## config.mk

```make
export PLATFORM = sky130hd
export DESIGN_NAME = unpack_stream
export DESIGN_NICKNAME = d
export VERILOG_FILES = /design/src/rtl/unpack_pkg.sv /design/src/rtl/unpack_select.sv /design/src/rtl/unpack_stream.sv
export SDC_FILE = /design/constraint.sdc
export NUM_CORES = 1
export LEC_CHECK = 0
export BUFFER_PORTS_ARGS = -buffer_cell sky130_fd_sc_hd__buf_4
export CAP_MARGIN = 10
export CORE_UTILIZATION = 40
export DETAILED_ROUTE_END_ITERATION = 8
export HOLD_SLACK_MARGIN = 0.1
export PLACE_DENSITY = 0.72
export SKIP_LAST_GASP = 1
export SYNTH_ARGS = -nofsm -noshare
export SYNTH_HDL_FRONTEND = slang
export SYNTH_HIERARCHICAL = 1
export SYNTH_SLANG_ARGS = --single-unit
```

## constraint.sdc

```tcl
create_clock -name clk -period 4.97 [get_ports clk]
set_clock_uncertainty 0.05 [all_clocks]
set_input_delay 0 -clock clk [delete_from_list [all_inputs] [get_ports clk]]
set_output_delay 0 -clock clk [all_outputs]
set_load 0.01 [all_outputs]
```

## src/rtl/unpack_pkg.sv

```systemverilog
// rtl/unpack_pkg.sv - shared types and width helpers for the unpack family
package unpack_pkg;

    // Element emission order selected by MSB_FIRST.
    typedef enum logic {
        ORDER_LSB = 1'b0,
        ORDER_MSB = 1'b1
    } order_e;

    // Width needed to hold an element count of 0..d.
    function automatic int count_width(input int d);
        return $clog2(d + 1);
    endfunction

    // Width of an element index 0..d-1, never narrower than one bit.
    function automatic int index_width(input int d);
        return (d > 1) ? $clog2(d) : 1;
    endfunction

endpackage

```

## src/rtl/unpack_select.sv

```systemverilog
// rtl/unpack_select.sv - combinational D:1 element mux over a packed beat
//
// Ports:
//   data : packed beat, element i at bits [i*W +: W]
//   sel  : element index, expected in 0..D-1
//   elem : selected element (zero if sel is out of range)
module unpack_select #(
    parameter int W  = 8,
    parameter int D  = 4,
    parameter int IW = 2
) (
    input  logic [D*W-1:0] data,
    input  logic [IW-1:0]  sel,
    output logic [W-1:0]   elem
);

    always_comb begin
        elem = '0;
        for (int i = 0; i < D; i++) begin
            if (sel == IW'(i)) begin
                elem = data[i*W +: W];
            end
        end
    end

endmodule

```

## src/rtl/unpack_stream.sv

```systemverilog
// rtl/unpack_stream.sv - splits packed beats of D W-bit words into a word stream
//
// Ports:
//   clk, rst        : clock, synchronous active-high reset
//   s_data          : packed beat, element i at bits [i*W +: W]
//   s_count         : valid elements in the beat (clamped to D)
//   s_valid/s_ready : beat handshake
//   m_data          : current element
//   m_last          : final element of the beat
//   m_valid/m_ready : element handshake
module unpack_stream
    import unpack_pkg::*;
#(
    parameter int W         = 8,
    parameter int D         = 4,
    parameter int MSB_FIRST = 0,
    parameter int C         = count_width(D)
) (
    input  logic           clk,
    input  logic           rst,
    input  logic [D*W-1:0] s_data,
    input  logic [C-1:0]   s_count,
    input  logic           s_valid,
    output logic           s_ready,
    output logic [W-1:0]   m_data,
    output logic           m_last,
    output logic           m_valid,
    input  logic           m_ready
);

    localparam int             IW      = index_width(D);
    localparam order_e         ORD     = (MSB_FIRST != 0) ? ORDER_MSB : ORDER_LSB;
    localparam logic [C-1:0]   D_C     = C'(D);
    localparam logic [IW-1:0]  IDX_TOP = IW'(D - 1);

    logic [D*W-1:0] hold;
    logic [IW-1:0]  idx;
    logic [IW-1:0]  end_idx;

    logic [C-1:0]   n_eff;
    logic           accept;
    logic [IW-1:0]  first_idx;
    logic [IW-1:0]  stop_idx;
    logic [IW-1:0]  idx_nxt;
    logic [IW-1:0]  sel;
    logic [D*W-1:0] src;
    logic [W-1:0]   elem;

    // A new beat may enter when idle, or in the same cycle the last element
    // leaves, which gives back-to-back beats without a bubble.
    assign s_ready = !rst && (!m_valid || (m_last && m_ready));
    assign accept  = s_valid && s_ready;

    always_comb begin
        n_eff = (s_count > D_C) ? D_C : s_count;
        if (ORD == ORDER_MSB) begin
            first_idx = IDX_TOP;
            stop_idx  = IW'(D - int'(n_eff));
            idx_nxt   = idx - IW'(1);
        end else begin
            first_idx = '0;
            stop_idx  = IW'(int'(n_eff) - 1);
            idx_nxt   = idx + IW'(1);
        end
        // On accept the first element comes straight from the input beat,
        // otherwise the next element comes from the hold register. idx_nxt
        // is only consumed while m_last is low, so it stays inside 0..D-1.
        src = accept ? s_data : hold;
        sel = accept ? first_idx : idx_nxt;
    end

    unpack_select #(
        .W  (W),
        .D  (D),
        .IW (IW)
    ) u_select (
        .data (src),
        .sel  (sel),
        .elem (elem)
    );

    always_ff @(posedge clk) begin
        if (rst) begin
            hold    <= '0;
            idx     <= '0;
            end_idx <= '0;
            m_data  <= '0;
            m_last  <= 1'b0;
            m_valid <= 1'b0;
        end else if (accept) begin
            hold <= s_data;
            if (n_eff != '0) begin
                m_valid <= 1'b1;
                m_data  <= elem;
                m_last  <= (n_eff == C'(1));
                idx     <= first_idx;
                end_idx <= stop_idx;
            end else begin
                // Empty beat: swallowed, and any finished beat leaves EMIT.
                m_valid <= 1'b0;
                m_last  <= 1'b0;
            end
        end else if (m_valid && m_ready) begin
            if (m_last) begin
                m_valid <= 1'b0;
                m_last  <= 1'b0;
            end else begin
                idx    <= idx_nxt;
                m_data <= elem;
                m_last <= (idx_nxt == end_idx);
            end
        end
    end

endmodule

```

# --- After elaboration in Yosys (flattened, before gate mapping) ---
# Cells that the tools add are included.
totals:
  elab_cells: 53
  out_inout_bits: 11
  ff_bits: 46
  input_bits: 39
op_classes:
  muxes: 23
  reduce_logical: 14
  n_eq_ne: 7
  n_addsub: 2
  n_lt_le_gt_ge: 1
op_table:
  columns: ["operator", "count"]
  rows:
  - ["$mux W8", 8]
  - ["$mux W32", 1]
  - ["$mux W2", 5]
  - ["$mux W1", 8]
  - ["$eq A2 B2 Y1 const B", 2]
  - ["$logic_and A1 B1 Y1", 4]
  - ["$ne A2 B1 Y1 const B", 2]
  - ["$reduce_and A2 Y1", 2]
  - ["$reduce_bool A2 Y1", 2]
  - ["$eq A3 B1 Y1 const B", 1]
  - ["$gt A3 B3 Y1 const B", 1]
  - ["$mux W3", 1]
  - ["$reduce_and A3 Y1", 1]
  - ["$reduce_bool A3 Y1", 1]
  - ["$add A2 B1 Y2 const B", 1]
  - ["$eq A2 B1 Y1 const B", 1]
  - ["$eq A2 B2 Y1", 1]
  - ["$logic_not A1 Y1", 2]
  - ["$logic_not A2 Y1", 1]
  - ["$sub A2 B1 Y2 const B", 1]
  - ["$logic_or A1 B1 Y1", 1]

# --- Depth between registers and ports, before layout ---
depth:
  word_depth: 13
  ltp_mapped: 8
  depth_no_buf: 7

# --- By module ---
# The synthesis kept the hierarchy.
modules_own_cells:
  columns: ["module", "instances", "cells_each", "area_per_inst_um2"]
  rows:
  - ["unpack_stream", 1, 174, 2026.9]
  - ["unpack_select", 1, 10, 196.4]

# --- Worst setup path before layout ---
# OpenSTA, ideal clock, no wires.
synth_timing:
  kind: "reg-to-reg"
  startpoint: "register m_last"
  endpoint: "register m_data[0]"
  setup_time_ns: 0.128
  stages_incl_launch_ff: 8
  arrival_ns: 1.890
  path_slack_ns: 2.903
  required_time_ns: 4.792
  path_cell_list: "dfxtp_1 > a21boi_4 > nor2_8 > buf_8 > mux2_4 > mux4_2 > mux2i_1 > nor2_1"
synth_via:
  word_cells_on_any_way: 22
  cone_classes: "eq/ne (5); mux (10); reduce/logical (7)"
synth_rtl:
  columns: ["element", "line_no", "source"]
  rows:
  - ["start, declared", "unpack_stream.sv:26", "output logic m_last,"]
  - ["start signal, assigned", "unpack_stream.sv:95", "m_last <= (n_eff == C'(1));"]
  - ["start signal, assigned", "unpack_stream.sv:110", "m_last <= (idx_nxt == end_idx);"]
  - ["$logic_and A1 B1 Y1 *", "unpack_stream.sv:51", "assign s_ready = !rst && (!m_valid || (m_last && m_ready));"]
  - ["$logic_or A1 B1 Y1 *", "unpack_stream.sv:51", null]
  - ["$logic_and A1 B1 Y1 *", "unpack_stream.sv:51", null]
  - ["$logic_and A1 B1 Y1 *", "unpack_stream.sv:52", "assign accept = s_valid && s_ready;"]
  - ["$mux W32 *", null, null]
  - ["net src[24]", "unpack_stream.sv:46", "logic [D*W-1:0] src;"]
  - ["$mux W8 *", "unpack_select.sv:20", "if (sel == IW'(i)) begin"]
  - ["net elem[0]", "unpack_stream.sv:47", "logic [W-1:0] elem;"]
  - ["$mux W8", "unpack_stream.sv:104", "if (m_last) begin"]
  - ["$mux W8", "unpack_stream.sv:103", "end else if (m_valid && m_ready) begin"]
  - ["$mux W8 *", "unpack_stream.sv:90", "end else if (accept) begin"]
  - ["end signal, assigned", "unpack_stream.sv:94", "m_data <= elem;"]
  - ["end signal, assigned", "unpack_stream.sv:109", "m_data <= elem;"]
  - ["end, declared", "unpack_stream.sv:25", "output logic [W-1:0] m_data,"]
# Mark *: on every way through the listed nets, which the timed path passes. The rest lies on a longest branch. The select of a mux whose other input is x is not followed.
# A chain may end at the register's enable or synchronous reset.

# --- Final worst setup path ---
layout_timing:
  startpoint: "input rst"
  endpoint: "register m_data[4]"
layout_via:
  elab_chain_cells: 12
  word_cells_on_any_way: 21
  cone_classes: "eq/ne (5); mux (10); reduce/logical (6)"
layout_rtl:
  columns: ["element", "line_no", "source"]
  rows:
  - ["start, declared", "unpack_stream.sv:20", "input logic rst,"]
  - ["$logic_not A1 Y1 *", "unpack_stream.sv:51", null]
  - ["$logic_and A1 B1 Y1 *", "unpack_stream.sv:51", null]
  - ["$logic_and A1 B1 Y1 *", "unpack_stream.sv:52", null]
  - ["$mux W2 *", "unpack_stream.sv:69", "sel = accept ? first_idx : idx_nxt;"]
  - ["net sel[0]", "unpack_stream.sv:45", "logic [IW-1:0] sel;"]
  - ["$logic_not A2 Y1", "unpack_select.sv:20", null]
  - ["$mux W8 (3 in a row)", "unpack_select.sv:20", null]
  - ["$mux W8 *", "unpack_select.sv:20", null]
  - ["net elem[4]", "unpack_stream.sv:47", null]
  - ["$mux W8", "unpack_stream.sv:104", null]
  - ["$mux W8", "unpack_stream.sv:103", null]
  - ["$mux W8 *", "unpack_stream.sv:90", null]
# Marks and branches as above.

==> results.txt <==
Commonest cells after routing, fill and taps aside = 49 x buf_4, 46 x dfxtp_1, 36 x dlygate4sd3_1
Most used cell along the critical path = nor2_1
Core area = 0.00524 mm^2
Wire length per cell = 13.4 um
Top_reg_cell synth = dfxtp_1
Register area share after synthesis = 41.4%
Final core utilization = 58.1%
First-pass GRT wire length = 7.61 mm
Skew-Pair Late Insertion Delay = 0.29 ns
PD cells = 260 mW/mm^2
Chip height = 76.6 um
Initial antenna violation count = 0
Via-to-Cell Ratio = 4.68
Commonest non-fill, non-tap cell in the layout = buf_4
Mapped Area = 0.00222 mm^2
Drt total wl = 4.50 mm
Async S/R FF share, synth = 0%
Tmin final = 3.01 ns
Worst setup EP type = register
I/O pin total = 50
Diode count = 0
Crit path max-delay family = simple AND/OR/NAND/NOR gates
IO Port Bufs = 49
First-pass DRT Iterations = 4
Startpoint Class = input port
Final RePlAce weighted congestion = 0.708
Htree depth = 2
Static leakage = 0.00133 uW
Setup CP Type = input port to register
Placed Cells = 291
Die Width = 76.6 um
Netlist cell types = 30
R2r startpoint = m_last
Non-Filler Instances = 335
Layout cells sized above 1 = 37.0%
Design Power = 791 uW
CP max-delay cell = nor2_1
CP max FO = 49
Gr ovfl total = 0
Rel. slew slack = 31.6%
Initial core utilization = 42.5%
CP Data Arrival Time = 3.13 ns
Area grow syn2layout = 36.9%
Slowest stage delay, CP = 0.83 ns
Die ar. = 0.00586 mm^2
Root buf cell = clkbuf_8
DRT iter0 DRCs = 110
Syn Inst Count = 184
DR DRC count = 0
Final Setup Violations = 0
Max_cap viols = 0
Hold wc startpoint = s_count[1]
Final hold violations = 0
Worst-Margin Slew = 1.02 ns
Status = finished clean
WHS = 0.150 ns
Syn_nets = 225
Crit path required time = 5.09 ns
Site Rows = 26
Largest net degree at the start of global routing = 50
Start point of the critical path = rst
Post-synth EDFFs = 0
RSZ-0062 raised after global routing = false
CTS max path bufs = 2
HPWL after DPL = 2.74 mm
Max Fclk = 332 MHz
Fin crit share = 60.6%
VDD IR max = 0.239 mV
ANT nets after route = 0
NumNets Final = 305
Final setup TNS = 0 ns
CTS tree = done
Avg Cell Area, Syn = 12.1 um^2
Slew Viols, Final = 0
Crit path cell chain = dlygate4sd3_1 -> buf_4 -> nand2b_1 -> nor2_8 -> nor2_1 -> mux4_2 -> mux2i_1 -> nor2_1
Warnings, synthesis = 6
CP bufs+invs = 2
HP Class = input port to register
Sink Count = 46
Seq cells post-synth = 46
GRT Total Usage = 16.7%
Num CTS Buffers = 5
Clock-pin slew on the worst setup and hold paths = 0.08 ns
Vias in the first global route = 1624
Vias = 1568
-- metal layers --
| metal | wire length, um | GRT usage, % |
|---|---|---|
| met5 | 0 | 0 |
| met4 | 72 | 5.96 |
| met3 | 172 | 4.79 |
| met2 | 2220 | 28.6 |
| met1 | 2030 | 19.7 |
-- cell usage after synthesis (2+ instances only) --
master / number / area share [%]
mux2_2: 7 / 3.5
buf_8: 2 / 1.4
nor2_1: 17 / 2.9
ha_1: 2 / 1.1
dfxtp_1: 46 / 41
mux2_4: 25 / 17
mux2i_1: 11 / 5.0
buf_6: 2 / 1.0
nand2b_1: 4 / 1.1
mux4_2: 8 / 8.1
nand2_1: 3 / 0.51
nor2b_1: 34 / 9.6
clkbuf_1: 6 / 1.0
-- area by class of cell --
| cell class | count | area [um^2] |
|---|---|---|
| Clock inverter | 1 | 5.00 |
| Sequential cell | 46 | 921 |
| Inverter | 1 | 3.75 |
| Fill cell | 445 | 2190 |
| Timing Repair Buffer | 85 | 728 |
| Clock buffer | 7 | 86.3 |
| Multi-Input combinational cell | 125 | 1210 |
| Tap cell | 70 | 87.6 |
-- cell families (layout without fill, tap and decap cells) --
family                   Yosys count  count (layout)  synth area share, %
XOR/XNOR                           2               2                0.788
multiplexers                      51              51                 33.5
AO/OA/AOI/OAI                      9               9                 3.49
flip-flops                        46              46                 41.4
buffers and inverters             13              94                 4.11
AND/OR/NAND/NOR                   61              61                 15.6
adder cells (fa/ha/maj)            2               2                 1.13
-- power breakdown --
group | leakage, uW | switching [uW] | internal [uW]
sequential | 0.000375 | 7.42 | 386
combinational | 0.000906 | 59.4 | 106
clock | 0.0000482 | 120 | 112
total | 0.00133 | 187 | 604
-- final timing paths --
kind	endpoint	slack, ns	cells after the start
max	m_data[4]	1.96	8
min	end_idx[1]	0.15	5
max reg2reg	m_data[4]	2.27	6
min reg2reg	m_data[1]	0.46	2
-- repair_timing --
item                      4_1_cts  5_1_grt
buffers inserted                0        0
hold endpoints to repair       41        0
hold buffers                   36        0
gates resized for setup         0        0
-- tightest hold or removal path, delay by kind of cell --
kind	cells	cell delay, ns
fa+ha+maj	1	0.13
buf+inv	1	0.11
mux	1	0.06
simple gates	2	0.15
-- through the flow --
stage               setup slack, ns  area (um^2)
floorplan                      2.90         2220
global placement               2.20         2590
detailed placement             2.10         2590
CTS                            1.88         3040
global route                   1.72         3040
finish                         1.96         3040
-- sequential cells by signal, indices dropped and copies added, names as in the netlist --
| register | cells |
|---|---|
| end_idx | 2 |
| hold | 32 |
| idx | 2 |
| m_data | 8 |
| m_last | 1 |
| m_valid | 1 |
Note: power is estimated with default switching activity, not from simulation.
